===== config.mk =====
export PLATFORM = sky130hd
export DESIGN_NAME = nibble_serial_adder_ctrl
export DESIGN_NICKNAME = d
export VERILOG_FILES = /design/src/rtl/nibble_serial_adder_ctrl.sv
export SDC_FILE = /design/constraint.sdc
export NUM_CORES = 1
export LEC_CHECK = 0
export BUFFER_PORTS_ARGS = -buffer_cell sky130_fd_sc_hd__clkbuf_2
export CAP_MARGIN = 20
export CORE_MARGIN = 3
export CORE_UTILIZATION = 46
export CTS_CLUSTER_DIAMETER = 50
export DETAILED_ROUTE_END_ITERATION = 10
export PLACE_DENSITY_LB_ADDON = 0.05
export SLEW_MARGIN = 20
export SYNTH_ARGS = -nofsm -noshare
export SYNTH_HDL_FRONTEND = slang
export SYNTH_SLANG_ARGS = --single-unit

===== constraint.sdc =====
create_clock -name clk -period 1.8 [get_ports clk]
set_input_delay 0.09 -clock clk [delete_from_list [all_inputs] [get_ports clk]]
set_output_delay 0.09 -clock clk [all_outputs]
set_load 0.02 [all_outputs]

===== src/rtl/nibble_serial_adder_ctrl.sv =====
`default_nettype none
// ============================================================================
// Module   : nibble_serial_adder_ctrl
// Brief    : Full-width add/subtract sequenced one nibble per cycle through a
//            shared external 4-bit combinational adder, LSB first.
// Revision : 1.0 - initial release
// ============================================================================
module nibble_serial_adder_ctrl #(
  parameter int NIBBLES = 4
) (
  input  logic                 clk,
  input  logic                 rst,
  input  logic                 in_valid,
  output logic                 in_ready,
  input  logic [4*NIBBLES-1:0] in_a,
  input  logic [4*NIBBLES-1:0] in_b,
  input  logic                 in_cin,
  input  logic                 in_sub,
  output logic [3:0]           adder_a,
  output logic [3:0]           adder_b,
  output logic                 adder_cin,
  input  logic [3:0]           adder_sum,
  input  logic                 adder_cout,
  output logic                 out_valid,
  input  logic                 out_ready,
  output logic [4*NIBBLES-1:0] out_sum,
  output logic                 out_cout,
  output logic                 out_ovf
);

  localparam int W    = 4 * NIBBLES;
  localparam int IDXW = $clog2(NIBBLES);

  typedef enum logic [1:0] {
    IDLE = 2'd0,
    RUN  = 2'd1,
    DONE = 2'd2
  } state_t;

  state_t            r_state;
  state_t            w_next;
  logic [W-1:0]      r_a;
  logic [W-1:0]      r_b;
  logic [W-1:0]      r_sum;
  logic              r_carry;
  logic [IDXW-1:0]   r_idx;
  logic              r_cout;
  logic              r_ovf;
  logic              w_last;
  logic              w_accept;
  logic [3:0]        w_a_nib;
  logic [3:0]        w_b_nib;

  assign w_last   = (r_idx == IDXW'(NIBBLES - 1));
  assign w_accept = (r_state == IDLE) && in_valid;
  assign w_a_nib  = r_a[{r_idx, 2'b00} +: 4];
  assign w_b_nib  = r_b[{r_idx, 2'b00} +: 4];

  always_comb begin
    w_next = r_state;
    case (r_state)
      IDLE:    if (in_valid)  w_next = RUN;
      RUN:     if (w_last)    w_next = DONE;
      DONE:    if (out_ready) w_next = IDLE;
      default: w_next = IDLE;
    endcase
  end

  always_ff @(posedge clk) begin
    if (rst) begin
      r_state <= IDLE;
    end else begin
      r_state <= w_next;
    end
  end

  // Subtraction is folded into the add path: A + ~B + 1.
  always_ff @(posedge clk) begin
    if (rst) begin
      r_a     <= '0;
      r_b     <= '0;
      r_sum   <= '0;
      r_carry <= 1'b0;
      r_idx   <= '0;
      r_cout  <= 1'b0;
      r_ovf   <= 1'b0;
    end else if (w_accept) begin
      r_a     <= in_a;
      r_b     <= in_sub ? ~in_b : in_b;
      r_carry <= in_sub ? 1'b1 : in_cin;
      r_idx   <= '0;
    end else if (r_state == RUN) begin
      r_sum[{r_idx, 2'b00} +: 4] <= adder_sum;
      r_carry                    <= adder_cout;
      if (w_last) begin
        r_cout <= adder_cout;
        r_ovf  <= (r_a[W-1] == r_b[W-1]) && (adder_sum[3] != r_a[W-1]);
      end else begin
        r_idx  <= r_idx + IDXW'(1);
      end
    end
  end

  assign adder_a   = (r_state == RUN) ? w_a_nib : 4'd0;
  assign adder_b   = (r_state == RUN) ? w_b_nib : 4'd0;
  assign adder_cin = (r_state == RUN) ? r_carry : 1'b0;
  assign in_ready  = (r_state == IDLE);
  assign out_valid = (r_state == DONE);
  assign out_sum   = r_sum;
  assign out_cout  = r_cout;
  assign out_ovf   = r_ovf;

endmodule
`default_nettype wire


---- Word level (Yosys, flattened, before mapping) ----
Cells that the tools add are included.
storage, ports and cells
  logic and storage cells ................. 46
  register bits ........................... 55
  output and inout port bits .............. 29
  input bits .............................. 43
cells by class
  shifts and indexed selects .............. 4
  reduce and logical (&&, ||, !) cells .... 9
  bitwise logic cells ..................... 3
  eq/ne operators ......................... 8
  mux-type cells .......................... 12
  add/subtract/negate cells ............... 2
operator list
  operator                  count
  $shiftx A16 B5 Y4         2
  $bwmux W16                1
  $mux W16                  1
  $not A16 Y16              1
  $shift A4 B6 Y16 const A  1
  $shiftx A4 B6 Y16         1
  $mux W4                   2
  $mux W2                   3
  $neg A4 Y6                1
  $pmux W2 S3               1
  $reduce_and A3 Y1         2
  $eq A2 B2 Y1 const B      2
  $mux W1                   4
  $ne A2 B2 Y1 const B      2
  $reduce_and A2 Y1         2
  $add A2 B1 Y2 const B     1
  $eq A2 B1 Y1 const B      1
  $logic_and A1 B1 Y1       2
  $logic_not A2 Y1          1
  $ne A2 B1 Y1 const B      1
  $not A1 Y1                2
  $reduce_bool A2 Y1        1
  $reduce_or A2 Y1          1
  $eq A1 B1 Y1              1
  $ne A1 B1 Y1              1

---- Depth between registers and ports, before layout ----
  depth in word-level cells ............... 4
  depth in mapped cells ................... 7
  mapped depth without buffers ............ 5

---- Worst setup path after synthesis ----
OpenSTA, ideal clock, no wires.
  kind .................................... register to register
  from .................................... reg r_idx[1]
  to ...................................... reg r_sum[12], in the netlist out_sum[12]
  data required time ...................... 1730 ps
  stages on the path, launching flop included .. 6
  data arrival time ....................... 1772 ps
  period minus slack after synthesis ...... 1843 ps
  buffers on the path ..................... 1
  slack ................................... -43 ps
  library setup time ...................... 70 ps
  cell sequence ........................... dfxtp_1 clkbuf_1 inv_1 ha_1 or4_1 a21oi_1
between the ends
  cells in the longest elaborated chain, start to end .. 3
  elaborated cells on any way between the ends .. 4
  classes of those cells .................. add/sub (1); shift (2); mux (1)
ends and longest elaborated chain
  what                                                   RTL line  text
  start: declaration                                     46        logic [IDXW-1:0] r_idx;
  start signal: assignment                               99        r_idx <= r_idx + IDXW'(1);
  $neg A4 Y6 (*)                                         93        r_sum[{r_idx, 2'b00} +: 4] <= adder_sum;
  $shiftx A4 B6 Y16 or $shift A4 B6 Y16 (tied branches)  93
  $bwmux W16 (*)                                         93
  end signal: indexed assignment                         93
  end: declaration                                       44        logic [W-1:0] r_sum;
Every way passes the cells marked *; elsewhere a longest branch is shown, timed or not.
A chain may end at the register's enable or synchronous reset.

---- Worst setup path after layout ----
  from .................................... reg r_idx[0]
  to ...................................... out adder_b[3]
between the ends
  cells in the longest elaborated chain, start to end .. 2
ends and longest elaborated chain
  what               RTL line  text
  $shiftx A16 B5 Y4  57        assign w_b_nib = r_b[{r_idx, 2'b00} +: 4];
  $mux W4            105       assign adder_b = (r_state == RUN) ? w_b_nib : 4'd0;
  end: declaration   20        output logic [3:0] adder_b,
Every way passes these cells.

==> results by group <==
Clocking
  • Max H-tree Level: 2
  • TritonCTS clock tree: built
  • TritonCTS Sinks: 55
  • Clk buf depth: 2
  • CTS Buf Count: 5
  • CTS clk-pin slew, worst paths: 0.11 ns
  • CTS Root Cell: clkbuf_8
  • Clk_lat worst skew: 0.31 ns

Synth
  • Area leader, netlist: dfxtp_1
  • Synth Register Bits: 55
  • Syn Inst Count: 234
  • Top cells by area, synth: dfxtp_1 44%, a22o_1 11%, mux4_1 7.3%, xor2_1 5.6%, a21oi_1 3.6%
  • Ys Warns: 0
  • Cell variety after synth: 33
  • Syn_area_per_cell: 10.73 sq um
  • Post-Synthesis Cell Area: 2511 sq um
  • Sequential fraction of the synthesis area: 43.85%
  • Yosys top cell area share: 43.85%
  • Syn nets: 283

Critical path
  • Slowest stage delay, CP: 0.52 ns
  • Reg-to-reg endpoint: out_sum[12]$_SDFFE_PP0P_
  • Worst path cell trace: buf_6, mux4_1, nor2b_1, buf_4
  • Critical Path RT: 1.71 ns
  • R2R depth: 5
  • Crit Path Class: register to output pin
  • CP arrival: 1.65 ns
  • CP top delay family: multiplexers
  • CP Buf/Inv Count: 2
  • FF-to-FF setup slack: 0.11 ns
  • Worst Path Max Fanout: 4
  • Crit Reg-Reg Startpoint: r_idx[0]$_SDFFE_PP0P_
  • Crit end category: output pin
  • Slowest cell on crit path: mux4_1
  • Worst setup SP type: register

Run status
  • Run status: finished clean

Timing
  • Setup violators final: 0
  • Final Critical Period: 1.736 ns
  • Worst slew pin tran: 0.4745 ns
  • Final setup margin: 0.06432 ns
  • Worst slew margin: 68.37%
  • Worst hold slack: 0.01241 ns
  • RSZ-0062 raised after global routing: true
  • Post-Route Skew: 0.01078 ns
  • Final Hold Fails: 0
  • Slew Viols, Final: 0
  • Fmax: 576.1 MHz
  • Tcrit/Tclk final: 96.43%

Die
  • Die area: 6382 sq um
  • Die H: 79.89 um
  • Core area: 5205 sq um
  • Starting Density: 48.25%
  • # rows: 26
  • Io pins: 72
  • DIE WIDTH: 79.89 um

Drt
  • Via Count: 1995
  • Initial DRC count: 39
  • Drt total wl: 5453 um
  • Vias per inst: 5.076
  • 1st-pass router iterations: 4
  • DRT antenna net count: 0
  • # DRC: 0
  • Wire per inst: 13.88 um

Global route
  • Initial antenna violation count: 0
  • First-pass GRT wire length: 8825 um
  • Global Route Usage Sum: 17.81%
  • Overflow after GRT: 0
  • Pin count of the biggest net entering global routing: 33
  • Number of global-route vias before repair: 1866

Min path
  • Hold Path Class: input pin to register
  • Hold path depth: 2
  • Worst Hold Endpoint: r_a[7]$_SDFFE_PP0N_
  • Hold_sp: in_a[7]

Placement
  • Post-Place Setup Slack: 0.1910 ns
  • Post-place instance area: 2943 sq um
  • GPL Wtd Cong: 0.7194
  • PortBufs: 71
  • Cell total after placement: 367
  • Post-detail-place hpwl: 3816 um

Cells and area
  • Layout area overhead: 28.30%
  • Nets@finish: 371
  • Area occupied by multi-input gates: 1281 sq um
  • Filler cell count: 448
  • Register Area: 1105 sq um
  • Share of cells above drive strength 1: 33.13%
  • Non-Filler Instances: 393
  • Number of diodes: 0
  • Fin area: 3222 sq um

Power and ir drop
  • Maximum vdd drop: 416.7 uV
  • Power density cells: 746.2 nW/um^2
  • Pleak: 1.398 nW
  • Pwr Total: 2.404 mW

Job
  • Total of max-cap violations: 0
## worst max path at each step
stage | start | end | depth (start not counted)
detailed placement | r_idx[0]$_SDFFE_PP0P_ | out_sum[12]$_SDFFE_PP0P_ | 4
finish | r_idx[0]$_SDFFE_PP0P_ | adder_b[3] | 4
CTS | r_idx[0]$_SDFFE_PP0P_ | adder_b[0] | 4
global route | r_idx[0]$_SDFFE_PP0P_ | adder_b[0] | 4
global placement | r_idx[0]$_SDFFE_PP0P_ | out_sum[12]$_SDFFE_PP0P_ | 4
floorplan | r_idx[0]$_SDFFE_PP0P_ | out_sum[12]$_SDFFE_PP0P_ | 6
## registers in the layout, summed over array words and instances (netlist names)
name	flops
out_cout	1
out_ovf	1
out_sum	16
r_a	16
r_b	16
r_carry	1
r_idx	2
r_state	2
## cell usage in the layout, fill, tap and decap left out, types with 3 or more instances in the layout
master / instances
a21oi_1: 18
a22o_1: 32
and3b_1: 4
buf_4: 16
clkbuf_2: 65
clkbuf_8: 5
dfxtp_1: 54
dlygate4sd3_1: 15
ha_1: 6
inv_1: 4
mux4_1: 3
mux4_2: 5
nand2_1: 16
nand3_1: 14
nand3b_1: 6
nor2_1: 5
nor2b_1: 9
nor3b_2: 3
xor2_1: 16
## cell families (layout without fill, tap and decap cells)
kind of cell,after synthesis,in the layout,synth area share [%]
multiplexers,10,10,9.019
AO/OA/AOI/OAI,55,55,16.34
XOR/XNOR,17,17,5.929
adder cells (fa/ha/maj),6,6,2.989
flip-flops,55,55,43.85
buffers and inverters,22,111,4.733
AND/OR/NAND/NOR,69,69,17.14
## cell usage after synthesis
| cell type | instances |
|---|---|
| ha_1 | 6 |
| nand3_1 | 14 |
| dfxtp_1 | 55 |
| nor2b_1 | 10 |
| or4b_1 | 1 |
| a221oi_1 | 2 |
| nor3b_2 | 3 |
| nor2_1 | 6 |
| buf_12 | 1 |
| and3b_1 | 4 |
| a211oi_1 | 1 |
| inv_1 | 4 |
| and4bb_2 | 1 |
| nand3b_1 | 6 |
| nand2_1 | 16 |
| or4_1 | 1 |
| xor2_1 | 16 |
| nor3_1 | 2 |
| nor4b_2 | 1 |
| mux4_2 | 1 |
| xnor2_1 | 1 |
| buf_2 | 7 |
| buf_4 | 1 |
| o21bai_1 | 2 |
| mux2i_1 | 2 |
| nand2_2 | 1 |
| a22o_1 | 32 |
| nor4b_4 | 1 |
| buf_6 | 1 |
| clkbuf_1 | 8 |
| mux4_1 | 7 |
| a21oi_1 | 18 |
| nand2b_1 | 2 |
## metal layers
layer / vias to the layer above / track usage (%) / wire length [um]
li1: 1025 / - / -
met1: 904 / 22.37 / 2443
met2: 62 / 29.72 / 2627
met3: 4 / 4.515 / 323
met4: 0 / 5.743 / 59
met5: - / 0 / 0
## per-stage QoR
step                      setup TNS (ns)  utilization [%]
final                                  0            61.90
after global routing            -0.04330            61.90
after CTS                              0            61.56
after detailed placement               0            56.54
after global placement                 0            56.54
after floorplan                        0                -
## where the power goes
part           total, mW  internal, mW  leakage, nW  switching, mW
clock              0.702         0.287       0.0491          0.415
sequential          1.32          1.28        0.450         0.0389
combinational      0.386         0.203        0.899          0.183
## final cells by class
type	instances	share of cell area (%)
Multi-Input combinational cell	157	39.77
Timing Repair Buffer	99	19.81
Sequential cell	55	34.29
Clock inverter	3	0.8155
Clock buffer	5	2.136
Tap cell	70	2.718
Inverter	4	0.4660
## timing repair
action	4_1_cts	5_1_grt
gates resized for setup	6	14
buffers inserted	1	2
endpoints found under the setup margin	7	11
hold endpoints to repair	15	0
hold buffers	15	0
(Power assumes the default switching activity.)
